--- src/rtl/pkmc_cmdseq_pkg.sv ---
`default_nettype none
// ============================================================================
//  Module      : pkmc_cmdseq_pkg
//  Description : Shared SDRAM command encodings for the pkmc controller,
//                plus the latched-access record and the RD/WR address
//                helper used by the command sequencer.
//  Ports       : none (package)
//  Revision    : 1.0 - initial release
// ============================================================================

// SDRAM command words {cs_n, ras_n, cas_n, we_n}. These are shared with the
// downstream command-decoder comparators, so they remain plain defines.
`ifndef PKMC_SDRAM_DEFINES
`define PKMC_SDRAM_DEFINES
`define PKMC_COMMAND_LEN 4
`define PKMC_CMD_NOP 4'b0111
`define PKMC_CMD_PRE 4'b0010
`define PKMC_CMD_REF 4'b0001
`define PKMC_CMD_LMR 4'b0000
`define PKMC_CMD_ACT 4'b0011
`define PKMC_CMD_RD  4'b0101
`define PKMC_CMD_WR  4'b0100
`endif

package pkmc_cmdseq_pkg;

    localparam int COMMAND_LEN = `PKMC_COMMAND_LEN;

    typedef logic [COMMAND_LEN-1:0] cmd_t;

    localparam cmd_t c_CMD_NOP = `PKMC_CMD_NOP;
    localparam cmd_t c_CMD_PRE = `PKMC_CMD_PRE;
    localparam cmd_t c_CMD_REF = `PKMC_CMD_REF;
    localparam cmd_t c_CMD_LMR = `PKMC_CMD_LMR;
    localparam cmd_t c_CMD_ACT = `PKMC_CMD_ACT;
    localparam cmd_t c_CMD_RD  = `PKMC_CMD_RD;
    localparam cmd_t c_CMD_WR  = `PKMC_CMD_WR;

    // Access fields captured in the ACT cycle; the row is only needed in
    // that cycle, so it is not kept.
    typedef struct packed {
        logic       we;
        logic [1:0] bank;
        logic [7:0] col;
    } acc_t;

    // Column address for RD/WR with A10 set so the bank auto-precharges.
    function automatic logic [11:0] rw_addr(input logic [7:0] col);
        return {1'b0, 1'b1, 2'b00, col};
    endfunction

endpackage

`default_nettype wire

--- src/rtl/pkmc_refresh_timer.sv ---
`default_nettype none
// ============================================================================
//  Module      : pkmc_refresh_timer
//  Description : Auto-refresh interval counter with a saturating pending
//                flag. Counts only while enabled; every REF_INTERVAL cycles
//                it raises ref_pending, which stays set until acknowledged.
//  Ports       : clk_i          - system clock
//                rst_i          - synchronous active-high reset
//                enable_i       - counting enable (init sequence complete)
//                ack_refresh_i  - a refresh is being issued; clear pending
//                ref_pending_o  - a refresh is owed
//  Revision    : 1.0 - initial release
// ============================================================================
module pkmc_refresh_timer #(
    parameter int REF_INTERVAL = 780
) (
    input  logic clk_i,
    input  logic rst_i,
    input  logic enable_i,
    input  logic ack_refresh_i,
    output logic ref_pending_o
);

    localparam logic [15:0] c_RELOAD = 16'(REF_INTERVAL - 1);

    logic [15:0] r_cnt_q;
    logic [15:0] w_cnt_d;
    logic        r_pending_q;
    logic        w_pending_d;

    always_comb begin
        w_cnt_d     = r_cnt_q;
        w_pending_d = r_pending_q;
        if (ack_refresh_i) begin
            w_pending_d = 1'b0;
        end
        if (!enable_i) begin
            w_cnt_d = c_RELOAD;
        end else if (r_cnt_q == 16'd0) begin
            // A fresh expiry beats a same-cycle acknowledge; a second
            // expiry while still pending simply leaves the flag set.
            w_cnt_d     = c_RELOAD;
            w_pending_d = 1'b1;
        end else begin
            w_cnt_d = r_cnt_q - 16'd1;
        end
    end

    always_ff @(posedge clk_i) begin
        if (rst_i) begin
            r_cnt_q     <= c_RELOAD;
            r_pending_q <= 1'b0;
        end else begin
            r_cnt_q     <= w_cnt_d;
            r_pending_q <= w_pending_d;
        end
    end

    assign ref_pending_o = r_pending_q;

endmodule

`default_nettype wire

--- src/rtl/pkmc_cmdseq.sv ---
`default_nettype none
// ============================================================================
//  Module      : pkmc_cmdseq
//  Description : SDRAM command sequencer. Runs the power-up init sequence,
//                periodic auto-refresh and single-word auto-precharge
//                read/write accesses. All outputs are registered.
//  Ports       : clk_i, rst_i        - clock, synchronous active-high reset
//                req_i, we_i         - access request (held until ack_o), dir
//                bank_i/row_i/col_i  - access address
//                ack_o               - one-cycle access acknowledge
//                rd_valid_o          - capture read data this cycle
//                command_o           - {cs_n, ras_n, cas_n, we_n}
//                ba_o, a_o           - SDRAM bank / address lines
//                init_done_o         - init sequence complete
//  Revision    : 1.0 - initial release
// ============================================================================
module pkmc_cmdseq
    import pkmc_cmdseq_pkg::*;
#(
    parameter logic [15:0] INIT_CYCLES  = 16'd100,
    parameter int          T_RP         = 2,
    parameter int          T_RCD        = 2,
    parameter int          T_RFC        = 7,
    parameter int          T_WR         = 2,
    parameter int          CAS_LAT      = 2,
    parameter int          REF_INTERVAL = 780,
    parameter logic [11:0] MODE_REG     = 12'h022
) (
    input  logic                   clk_i,
    input  logic                   rst_i,
    input  logic                   req_i,
    input  logic                   we_i,
    input  logic [1:0]             bank_i,
    input  logic [11:0]            row_i,
    input  logic [7:0]             col_i,
    output logic                   ack_o,
    output logic                   rd_valid_o,
    output logic [COMMAND_LEN-1:0] command_o,
    output logic [1:0]             ba_o,
    output logic [11:0]            a_o,
    output logic                   init_done_o
);

    localparam logic [3:0] c_ST_INIT_WAIT = 4'd0;
    localparam logic [3:0] c_ST_INIT_PRE  = 4'd1;
    localparam logic [3:0] c_ST_INIT_REF1 = 4'd2;
    localparam logic [3:0] c_ST_INIT_REF2 = 4'd3;
    localparam logic [3:0] c_ST_INIT_LMR  = 4'd4;
    localparam logic [3:0] c_ST_IDLE      = 4'd5;
    localparam logic [3:0] c_ST_REF       = 4'd6;
    localparam logic [3:0] c_ST_ACT       = 4'd7;
    localparam logic [3:0] c_ST_RW        = 4'd8;

    // wait_cnt load values: the issuing cycle itself counts as one cycle.
    localparam logic [15:0] c_WAIT_RP  = 16'(T_RP - 1);
    localparam logic [15:0] c_WAIT_RFC = 16'(T_RFC - 1);
    localparam logic [15:0] c_WAIT_RCD = 16'(T_RCD - 1);
    localparam logic [15:0] c_WAIT_WR  = 16'(T_WR + T_RP - 1);
    localparam logic [15:0] c_WAIT_RD  = 16'(CAS_LAT + T_RP - 1);
    // Remaining wait count in the cycle before the read-data pulse, which
    // lands CAS_LAT cycles after the RD cycle.
    localparam logic [15:0] c_RD_PULSE_AT = 16'(T_RP);

    logic [3:0]       r_state_q;
    logic [3:0]       w_state_d;
    logic [3:0]       w_idle_next;
    logic             w_issue;
    logic             w_timer_done;
    logic [15:0]      r_wait_q;
    logic [15:0]      w_wait_d;
    logic [COMMAND_LEN-1:0] r_command_q;
    logic [COMMAND_LEN-1:0] w_command_d;
    logic [11:0]      r_a_q;
    logic [11:0]      w_a_d;
    logic [1:0]       r_ba_q;
    logic [1:0]       w_ba_d;
    logic             r_ack_q;
    logic             w_ack_d;
    logic             r_rd_valid_q;
    logic             w_rd_valid_d;
    logic             r_init_done_q;
    logic             w_init_done_d;
    acc_t             r_acc_q;
    acc_t             w_acc_d;
    logic             w_ref_pending;
    logic             w_ack_refresh;

    pkmc_refresh_timer #(
        .REF_INTERVAL (REF_INTERVAL)
    ) u_refresh_timer (
        .clk_i         (clk_i),
        .rst_i         (rst_i),
        .enable_i      (r_init_done_q),
        .ack_refresh_i (w_ack_refresh),
        .ref_pending_o (w_ref_pending)
    );

    assign w_timer_done = (r_wait_q == 16'd0);

    // State register (holds the registered outputs alongside the state).
    always_ff @(posedge clk_i) begin
        if (rst_i) begin
            r_state_q     <= c_ST_INIT_WAIT;
            r_wait_q      <= INIT_CYCLES - 16'd1;
            r_command_q   <= c_CMD_NOP;
            r_a_q         <= 12'd0;
            r_ba_q        <= 2'd0;
            r_ack_q       <= 1'b0;
            r_rd_valid_q  <= 1'b0;
            r_init_done_q <= 1'b0;
            r_acc_q       <= '0;
        end else begin
            r_state_q     <= w_state_d;
            r_wait_q      <= w_wait_d;
            r_command_q   <= w_command_d;
            r_a_q         <= w_a_d;
            r_ba_q        <= w_ba_d;
            r_ack_q       <= w_ack_d;
            r_rd_valid_q  <= w_rd_valid_d;
            r_init_done_q <= w_init_done_d;
            r_acc_q       <= w_acc_d;
        end
    end

    // Next-state logic. w_issue marks a transition into a command-issuing
    // state; the command itself is registered on that same edge.
    always_comb begin
        w_idle_next = c_ST_IDLE;
        if (w_ref_pending) begin
            w_idle_next = c_ST_REF;
        end else if (req_i) begin
            w_idle_next = c_ST_ACT;
        end

        w_state_d = r_state_q;
        w_issue   = 1'b0;
        case (r_state_q)
            c_ST_INIT_WAIT: if (w_timer_done) begin
                w_state_d = c_ST_INIT_PRE;
                w_issue   = 1'b1;
            end
            c_ST_INIT_PRE: if (w_timer_done) begin
                w_state_d = c_ST_INIT_REF1;
                w_issue   = 1'b1;
            end
            c_ST_INIT_REF1: if (w_timer_done) begin
                w_state_d = c_ST_INIT_REF2;
                w_issue   = 1'b1;
            end
            c_ST_INIT_REF2: if (w_timer_done) begin
                w_state_d = c_ST_INIT_LMR;
                w_issue   = 1'b1;
            end
            c_ST_INIT_LMR: if (w_timer_done) begin
                w_state_d = c_ST_IDLE;
            end
            c_ST_IDLE: begin
                w_state_d = w_idle_next;
                w_issue   = (w_idle_next != c_ST_IDLE);
            end
            // After tRFC the next command may go out at once, so a request
            // held off by the refresh is served without an IDLE cycle.
            c_ST_REF: if (w_timer_done) begin
                w_state_d = w_idle_next;
                w_issue   = (w_idle_next != c_ST_IDLE);
            end
            c_ST_ACT: if (w_timer_done) begin
                w_state_d = c_ST_RW;
                w_issue   = 1'b1;
            end
            c_ST_RW: if (w_timer_done) begin
                w_state_d = c_ST_IDLE;
            end
            default: begin
                w_state_d = c_ST_INIT_WAIT;
            end
        endcase
    end

    // Output logic: next values of the registered outputs and wait_cnt.
    always_comb begin
        w_command_d   = c_CMD_NOP;
        w_a_d         = r_a_q;
        w_ba_d        = r_ba_q;
        w_wait_d      = w_timer_done ? 16'd0 : (r_wait_q - 16'd1);
        w_acc_d       = r_acc_q;
        w_rd_valid_d  = (r_state_q == c_ST_RW) && !r_acc_q.we &&
                        (r_wait_q == c_RD_PULSE_AT);
        w_ack_d       = w_rd_valid_d;
        w_init_done_d = r_init_done_q;
        w_ack_refresh = 1'b0;

        if (w_issue) begin
            case (w_state_d)
                c_ST_INIT_PRE: begin
                    w_command_d = c_CMD_PRE;
                    w_a_d       = 12'h400;     // A10: precharge all banks
                    w_wait_d    = c_WAIT_RP;
                end
                c_ST_INIT_REF1, c_ST_INIT_REF2: begin
                    w_command_d = c_CMD_REF;
                    w_wait_d    = c_WAIT_RFC;
                end
                c_ST_REF: begin
                    w_command_d   = c_CMD_REF;
                    w_wait_d      = c_WAIT_RFC;
                    w_ack_refresh = 1'b1;
                end
                c_ST_INIT_LMR: begin
                    w_command_d = c_CMD_LMR;
                    w_a_d       = MODE_REG;
                    w_ba_d      = 2'd0;
                    w_wait_d    = 16'd1;
                end
                c_ST_ACT: begin
                    w_command_d  = c_CMD_ACT;
                    w_ba_d       = bank_i;
                    w_a_d        = row_i;
                    w_acc_d.we   = we_i;
                    w_acc_d.bank = bank_i;
                    w_acc_d.col  = col_i;
                    w_wait_d     = c_WAIT_RCD;
                end
                c_ST_RW: begin
                    w_command_d = r_acc_q.we ? c_CMD_WR : c_CMD_RD;
                    w_a_d       = rw_addr(r_acc_q.col);
                    w_ba_d      = r_acc_q.bank;
                    w_ack_d     = r_acc_q.we;
                    w_wait_d    = r_acc_q.we ? c_WAIT_WR : c_WAIT_RD;
                end
                default: begin
                    w_command_d = c_CMD_NOP;
                end
            endcase
        end

        if ((r_state_q == c_ST_INIT_LMR) && (w_state_d == c_ST_IDLE)) begin
            w_init_done_d = 1'b1;
        end
    end

    assign command_o   = r_command_q;
    assign a_o         = r_a_q;
    assign ba_o        = r_ba_q;
    assign ack_o       = r_ack_q;
    assign rd_valid_o  = r_rd_valid_q;
    assign init_done_o = r_init_done_q;

endmodule

`default_nettype wire

--- config.mk ---
export PLATFORM = sky130hd
export DESIGN_NAME = pkmc_cmdseq
export DESIGN_NICKNAME = d
export VERILOG_FILES = /design/src/rtl/pkmc_cmdseq_pkg.sv /design/src/rtl/pkmc_refresh_timer.sv /design/src/rtl/pkmc_cmdseq.sv
export SDC_FILE = /design/constraint.sdc
export NUM_CORES = 1
export LEC_CHECK = 0
export CAP_MARGIN = 20
export CORE_MARGIN = 1
export CORE_UTILIZATION = 40
export DETAILED_ROUTE_END_ITERATION = 10
export DONT_BUFFER_PORTS = 1
export PLACE_DENSITY_LB_ADDON = 0.2
export SLEW_MARGIN = 10
export SYNTH_ARGS = -nofsm -noshare
export SYNTH_HDL_FRONTEND = slang
export SYNTH_HIERARCHICAL = 1
export SYNTH_SLANG_ARGS = --single-unit
--- constraint.sdc ---
create_clock -name clk_i -period 4.7 [get_ports clk_i]
set_input_delay 1.41 -clock clk_i [delete_from_list [all_inputs] [get_ports clk_i]]
set_output_delay 1.41 -clock clk_i [all_outputs]
set_load 0.005 [all_outputs]
## Word level (Yosys, flattened, before mapping)

Index checks and enable logic that the tools add are counted.

- Flip-flop bits (word level): 69
- Latch bits: 0
- RAM bits: 0
- Memory bits (read-only): 0
- Input bits: 26
- Output and inout port bits: 21
- Word-level logic and storage cells: 80
- Memories: 0

- Add/sub/neg operators: 2
- $mul: 0
- Div/mod/pow operators: 0
- $lt $le $gt $ge: 0
- Eq/ne operators: 18
- Shift operators: 0
- Multiplexer cells: 27
- Bitwise operators: 2
- Reductions and logical operators: 18

Operators with widths:

| kind | number |
|---|---|
| $pmux 12 s4 | 1 |
| $pmux 16 s3 | 1 |
| $eq 4x3->1 const B | 8 |
| $logic_not 16->1 | 2 |
| $mux 16 | 2 |
| $pmux 4 s8 | 1 |
| $sub 16x1->16 const B | 2 |
| $mux 4 | 7 |
| $eq 16x2->1 const B | 1 |
| $eq 4x2->1 const B | 4 |
| $pmux 3 s5 | 1 |
| $mux 1 | 10 |
| $reduce_or 3->1 | 3 |
| $eq 4x1->1 const B | 2 |
| $eq 4x4->1 const B | 2 |
| $pmux 2 s3 | 1 |
| $reduce_and 2->1 | 3 |
| $reduce_or 5->1 | 1 |
| $logic_not 4->1 | 1 |
| $mux 2 | 2 |
| $ne 4x3->1 const B | 1 |
| $reduce_bool 4->1 | 1 |
| $reduce_or 2->1 | 2 |
| $logic_and 1x1->1 | 3 |
| 4 further kinds | 5 |

## Logic depth before layout (Yosys ltp)

Gate-level depths: netlist (run 1).

- Depth after elaboration: 10
- Mapped depth: 11
- Mapped depth without buffers: 9

## Cells and area by module

Netlist (run 1), hierarchy kept.

By module, submodules not included:

| module | times used | cells an instance | area an instance (µm²) | sequential area each (µm²) |
|---|---|---|---|---|
| pkmc_cmdseq | 1 | 266 | 2381.0 | 1021.0 |
| pkmc_refresh_timer | 1 | 83 | 789.5 | 340.3 |

## Worst setup path before layout (run 1)

Ideal clock, no wire load.

- Path kind: reg2reg
- Start: register r_wait_q[0]
- End: register r_wait_q[2]
- Setup time: 0.116 ns
- Data arrival time: 3.205 ns
- Data required time: 4.584 ns
- Setup slack: 1.380 ns
- Stages on the path, launching flop included: 12
- Path buffers: 2
- Period minus slack after synthesis: 3.320 ns
- Cell sequence: dfxtp_1 -> inv_1 -> ha_1 -> or3b_2 -> or4_1 -> buf_2 -> or4_4 -> a311oi_2 -> a211oi_1 -> o21ba_2 -> buf_2 -> a31o_1

- Longest elaborated chain between the ends: 7
- Elaborated cells on any way between the ends: 25
- Those cells by class: add/sub (1); eq/ne (7); mux (14); reduce/logical (3)

RTL lines:

| element | RTL line | text |
|---|---|---|
| from (decl) | pkmc_cmdseq.sv:69 | `logic [15:0] r_wait_q;` |
| from (signal assigned) | pkmc_cmdseq.sv:104 | `r_wait_q <= INIT_CYCLES - 16'd1;` |
| from (signal assigned) | pkmc_cmdseq.sv:114 | `r_wait_q <= w_wait_d;` |
| $logic_not 16->1 | pkmc_cmdseq.sv:98 | `assign w_timer_done = (r_wait_q == 16'd0);` |
| $mux 4 (tied with other cells) | pkmc_cmdseq.sv:154, pkmc_cmdseq.sv:171 |  |
| $pmux 4 s8 | pkmc_cmdseq.sv:137 | `case (r_state_q)` |
| $eq 4x3->1 (tied with other cells) | pkmc_cmdseq.sv:194 | `case (w_state_d)` |
| $reduce_or 3->1 (no source line) | -- |  |
| $pmux 16 s3 | pkmc_cmdseq.sv:194 |  |
| $mux 16 * | pkmc_cmdseq.sv:193 | `if (w_issue) begin` |

Every way passes the cells marked *; elsewhere a longest branch is shown, timed or not.
A chain may end at the register's enable or synchronous reset.

## Worst setup path after layout (run 1)

- Start: register r_wait_q[0]
- End: register r_a_q[8] (netlist: a_o[8])

- Longest elaborated chain between the ends: 6
- Elaborated cells on any way between the ends: 19
- Those cells by class: eq/ne (4); mux (12); reduce/logical (3)

RTL lines:

| element | RTL line | text |
|---|---|---|
| $logic_not 16->1 * | pkmc_cmdseq.sv:98 |  |
| $mux 4 (tied with other cells) | pkmc_cmdseq.sv:154, pkmc_cmdseq.sv:171 |  |
| $pmux 4 s8 | pkmc_cmdseq.sv:137 |  |
| $eq 4x4->1 (tied with other cells) | pkmc_cmdseq.sv:194 |  |
| $reduce_bool 4->1 (no source line) | -- |  |
| $reduce_and 2->1 (no source line) | -- |  |
| to (signal assigned) | pkmc_cmdseq.sv:116 | `r_a_q <= w_a_d;` |
| to (decl) | pkmc_cmdseq.sv:73 | `logic [11:0] r_a_q;` |

Marks and branches as above.

==> results of run 1 <==
-- critical path, cell delays in order, from the launching register on --
cell	delay (ps)
dfxtp_1	320
inv_1	100
ha_1	240
or4b_2	630
or4_1	510
a211oi_1	470
o21a_1	470
a211oi_1	150
o21ba_2	360
a22o_1	260
-- sequential cells by signal, summed over array words and instances (netlist names) --
name                           flops
u_refresh_timer/ref_pending_o      1
init_done_o                        1
ba_o                               2
command_o                          3
ack_o                              1
r_acc_q                           11
rd_valid_o                         1
r_state_q                          4
r_wait_q                          16
a_o                               12
u_refresh_timer/r_cnt_q           16
-- area by class of cell --
cell class                 count  area share
multi-input combinational    257       0.495
sequential                    68       0.395
clock buffer                  10      0.0399
tap                          102      0.0370
clock inverter                 6      0.0207
timing repair buffer           3     0.00654
inverter                       5     0.00545
-- routing by layer --
metal | part of all wire | wire [um] | up-vias | global-route usage
li1 | - | - | 1255 | -
met1 | 0.47 | 3250 | 1187 | 0.220
met5 | 0 | 0 | - | 0
met3 | 0.067 | 470 | 10 | 0.0528
met4 | 0.016 | 112 | 0 | 0.0794
met2 | 0.45 | 3130 | 67 | 0.278
-- final timing paths --
path	startpoint	endpoint	slack, ps	depth (start not counted)
max	r_wait_q[0]	a_o[8]	1080	9
min	u_refresh_timer/r_cnt_q[0]	u_refresh_timer/r_cnt_q[0]	430	1
max reg2reg	r_wait_q[0]	a_o[8]	1080	9
min reg2reg	u_refresh_timer/r_cnt_q[0]	u_refresh_timer/r_cnt_q[0]	430	1
-- cell usage in the layout, fill, tap and decap left out, drive strengths merged, types with 8 or more instances in the layout --
cell type / synthesis / routed
mux2i: 12 / 12
dfxtp: 68 / 68
nand2: 21 / 21
clkbuf: 13 / 10
a22oi: 8 / 8
a21oi: 13 / 13
o21ai: 13 / 13
nor2: 52 / 52
o2bb2ai: 8 / 8
nor3: 10 / 10
nand3: 8 / 8
xor2: 12 / 12
-- cells by family (layout without fill, tap and decap cells) --
logic type | count (synthesis) | after routing | share of synthesized area
muxes | 13 | 13 | 0.0414
buffers and inverters | 24 | 24 | 0.0324
and+or+nand+nor | 143 | 143 | 0.252
other | 1 | 1 | 0.00118
DFF | 68 | 68 | 0.429
xor gates and xnor gates | 18 | 18 | 0.0497
adders and majority gates | 3 | 3 | 0.0118
AOI/OAI and AO/OA | 79 | 79 | 0.182
-- per-stage QoR --
stage | instances | setup slack [ps] | utilization | hold slack, ps | cell area, um^2
6_report | 451 | 1080 | 0.448 | 428 | 3450
5_1_grt | 451 | 807 | 0.448 | 445 | 3450
4_1_cts | 451 | 1080 | 0.448 | 432 | 3450
3_5_place_dp | 435 | 1090 | 0.421 | 414 | 3240
3_3_place_gp | 435 | 1170 | 0.421 | 412 | 3240
2_1_floorplan | 349 | 1380 | - | 395 | 3170
-- power groups by stage --
| stage | Sequential, uW | Clock (uW) | Combinational [uW] |
|---|---|---|---|
| global route | 587 | 540 | 43.2 |
| global placement | 600 | 0 | 37.5 |
| finish | 586 | 500 | 38.6 |
| detailed placement | 600 | 0 | 38.3 |
| floorplan | 597 | 0 | 36.6 |
| CTS | 586 | 520 | 38.5 |
==> flow_summary.yaml, run 1 <==
synthesis:
  syn-cell-area_um2: 3170
  netlist_instances: 349
  synthArstFlopShare: 0
  ys_seq_area_frac: 0.429
  synth_top_cell_by_area: "dfxtp_1"
  synth_area_leaders: "dfxtp_1, nor2_1, mux2i_1, xor2_1, nand2_1"
  yosys-top-cells-count: "dfxtp_1, nor2_1, nand2_1, clkbuf_1, o21ai_0"
  syn_nets: 378
  synth_cell_types: 63
  synth_top_area_frac: 0.429
  avgSynthCellArea_um2: 9.08
  synth-main-ff-cell: "dfxtp_1"
  synth_edf_count: 0
  ys_seq_elements: 68
  yosysWarnings: 6
  synth.most_common_cell: "dfxtp_1"
clock_network:
  ctsResizeCount: 0
  cts_max_level: 3
  clkLatencyLatePin_ps: 350
  cts_tree: "built"
  clockBufferDepth: 2
  hold_buffers: 0
  clock-sinks: 68
  clkSlewWorstSetupHoldPaths_ps: 80
  post_cts_buffers: 0
  cts-root-buf: "clkbuf_8"
  cts_buffers: 9
status:
  status: "finished, final reports clean"
drt:
  routedWlPerCell_um: 15.5
  num_vias: 2519
  ant_nets: 0
  avgViaCountPerCell: 5.59
  drtIter0Drc: 212
  drt_first_pass_iters: 4
  wl_um: 6970
  drcViolationCount: 0
worst_setup_path:
  crit_path_end_kind: "register"
  critPathArrivalTime_ps: 3860
  crit_type: "reg2reg"
  crit_fanout: 13
  critPathLaunchType: "register"
  required_ps: 4940
timing:
  slew_violations: 0
  timing.fmax_ghz: 0.276
  fin_setup_tns_ps: 0
  rsz0062_at_grt: "no"
  clock_skew_ps: 12.1
  setup_viol: 0
  period_needed_ps: 3620
  max-slew-margin-rel: 0.496
  tightest_slew_ps: 749
  fin_crit_sh: 0.770
  finalHoldViolCount: 0
floorplanning:
  core_area_um2: 7690
  initial_core_util: 0.412
  fp.dieArea_um2: 8290
  fp.dieW_um: 91.0
  rows: 32
  ioPinCount: 47
  die_h_um: 91.0
power_and_ir_drop:
  p_leak_uw: 0.00114
  powerDensity_nw_per_um2: 326
  vdd.ir_drop.worst_mv: 0.172
  seqPwrFrac: 0.521
  p_int_uw: 861
  pwr-share-clk: 0.444
  finalPower_uw: 1120
  p_switching_uw: 263
  switching_share: 0.234
  combPwrFrac: 0.034
grt:
  grt_max_degree: 35
  grt_use_total: 0.176
  grt_pass1_vias: 2506
  grt-ovfl-total: 0
  grt_pass1_wl_um: 11700
  antenna_found_initial: 0
worst_hold_path:
  hp-class: "reg2reg"
place:
  dpl.hpwl_um: 4860
  place.gp.congestion: 0.847
  port-buffer-count: 0
cells_and_area:
  synthToLayoutAreaGrowth_pct: 8.68
  nFillCells: 795
  multi_input_area_um2: 1710
  drive_above_1_share: 0.115
  n_antenna_cell: 0
  seqCellArea_um2: 1360
  finalNetCount: 373
job:
  maxCapViolations: 0
No activity file was read; power rests on OpenSTA's default activity.
==> inputs of run 2 (changes only) <==
clock period = 3.6 ns   (was 4.7 ns; I/O delays follow)
==> run 2 against run 1 <==
Sequential cell count unchanged; sequential power increased by 31%; cell count increased by 0.67%; combinational power increased by 41%; utilization increased by 0.21 points; cell area increased by 0.47%; critical path type unchanged; non-clock buffer count increased by 3; critical path depth unchanged; clock-buffer cell count decreased by 1; worst setup slack got worse by 880 ps; total power increased by 23%.
==> flow_summary.yaml, run 2 (synthesis gave the netlist of run 1 again) <==
cells_and_area:
  finalNetCount: 376
  multi_input_area_um2: 1730
  fin_area_um2: 3460
  final_common_cell: "dfxtp_1"
  n_antenna_cell: 0
  final_cell_mix: "dfxtp_1, nor2_1, nand2_1, o21ai_0"
  synthToLayoutAreaGrowth_pct: 9.19
  seqCellArea_um2: 1360
  drive_above_1_share: 0.128
  nFillCells: 782
timing:
  fin_setup_tns_ps: 0
  fin_crit_sh: 0.945
  tightest_slew_ps: 829
  timing.fmax_ghz: 0.294
  setup_viol: 0
  finalHoldViolCount: 0
  rsz0062_at_grt: "no"
  max-slew-margin-rel: 0.448
  clock_skew_ps: 12.3
  period_needed_ps: 3400
  slew_violations: 0
drt:
  drcViolationCount: 0
  drtIter0Drc: 150
  avgViaCountPerCell: 5.51
  wl_um: 6940
  num_vias: 2501
  routedWlPerCell_um: 15.3
  drt_first_pass_iters: 5
  ant_nets: 0
floorplanning:
  initial_core_util: 0.412
  fp.dieW_um: 91.0
  die_h_um: 91.0
  core_area_um2: 7690
  fp.dieArea_um2: 8290
  ioPinCount: 47
  rows: 32
power_and_ir_drop:
  pwr-share-clk: 0.405
  seqPwrFrac: 0.556
  combPwrFrac: 0.039
  p_leak_uw: 0.00115
  vdd.ir_drop.worst_mv: 0.209
  p_switching_uw: 343
  powerDensity_nw_per_um2: 398
  switching_share: 0.249
  p_int_uw: 1030
place:
  port-buffer-count: 0
  place.gp.congestion: 0.811
  dpl.hpwl_um: 4830
  dpl_cell_area_um2: 3260
worst_setup_path:
  crit_type: "reg2reg"
  r2r_slack_ps: 200
  rr_startpoint: "r_wait_q[0]"
  critPathLaunchType: "register"
  r2r_cells: 9
  required_ps: 3880
  crit_path_end_kind: "register"
  critPathArrivalTime_ps: 3680
  critical_path.endpoint: "a_o[10]"
  crit_fanout: 5
  crit_start: "r_wait_q[0]"
  r2r-end: "a_o[10]"
clock_network:
  post_cts_buffers: 0
  ctsResizeCount: 0
  clockBufferDepth: 2
  clkSlewWorstSetupHoldPaths_ps: 80
  cts_max_level: 3
  clkLatencyLatePin_ps: 350
  clock-sinks: 68
  cts_tree: "built"
  hold_buffers: 0
  cts_buffers: 9
  cts-root-buf: "clkbuf_8"
grt:
  grt-ovfl-total: 0
  grt_pass1_wl_um: 11900
  grt_pass1_vias: 2504
  grt_max_degree: 35
  grt_use_total: 0.179
  antenna_found_initial: 0
worst_hold_path:
  hp-class: "reg2reg"
  min_from: "u_refresh_timer/r_cnt_q[0]"
job:
  maxCapViolations: 0
status:
  status: "finished, final reports clean"
run 2: changes by cell type in the layout (fill, tap and decap cells not counted), sizes merged:
cell | previous run | this run
inv | 7 | 6
clkinv | 1 | 4
buf | 3 | 6
bufinv | 1 | 0
clkbuf | 10 | 9
run 2: per-layer routing:
| layer | global-route usage | vias to the layer above | routed length, um |
|---|---|---|---|
| met2 | 0.291 | 71 | 3190 |
| li1 | - | 1263 | - |
| met3 | 0.0838 | 7 | 546 |
| met1 | 0.212 | 1160 | 3130 |
| met5 | 0 | - | 0 |
| met4 | 0.0516 | 0 | 74 |
run 2: stage by stage:
stage,cells,hold WS (ps),utilization,setup WS [ps],total power [uW]
final,454,431,0.450,198,1380
after global routing,454,458,0.450,8.77,1440
after CTS,454,432,0.447,136,1390
after detailed placement,438,413,0.424,159,832
after global placement,438,412,0.424,245,832
after floorplan,349,395,-,280,827
run 2: power groups by stage:
stage	Clock, uW	Combinational, uW	Sequential (uW)
2_1_floorplan	0	47.7	779
3_3_place_gp	0	49.4	783
3_5_place_dp	0	49.1	783
4_1_cts	578	49.7	765
5_1_grt	614	62.1	767
6_report	558	54.4	766
run 2: worst min path at each step:
stage                                             to  cells after the start  slack, ps
after floorplan           u_refresh_timer/r_cnt_q[0]                      1        390
after global placement    u_refresh_timer/r_cnt_q[0]                      1        410
after detailed placement  u_refresh_timer/r_cnt_q[0]                      1        410
after CTS                 u_refresh_timer/r_cnt_q[0]                      1        430
after global routing      u_refresh_timer/r_cnt_q[0]                      1        460
final                     u_refresh_timer/r_cnt_q[0]                      1        430
run 2: cell type report:
| cell class | instances | area share |
|---|---|---|
| flip-flops and latches | 68 | 0.393 |
| multi-input cells | 257 | 0.501 |
| well taps | 102 | 0.0369 |
| inverters | 5 | 0.00542 |
| clock buffers | 9 | 0.0358 |
| clock inverters | 7 | 0.0148 |
| repair buffers | 6 | 0.0130 |
run 2: critical path, cell delays in order (launching register included):
cell and delay [ps]:
dfxtp_1 330, inv_1 90, ha_1 240, or3b_2 520, or4_1 520, or4_4 520
a311oi_4 320, a211oi_2 150, or4_1 500, a21oi_1 140
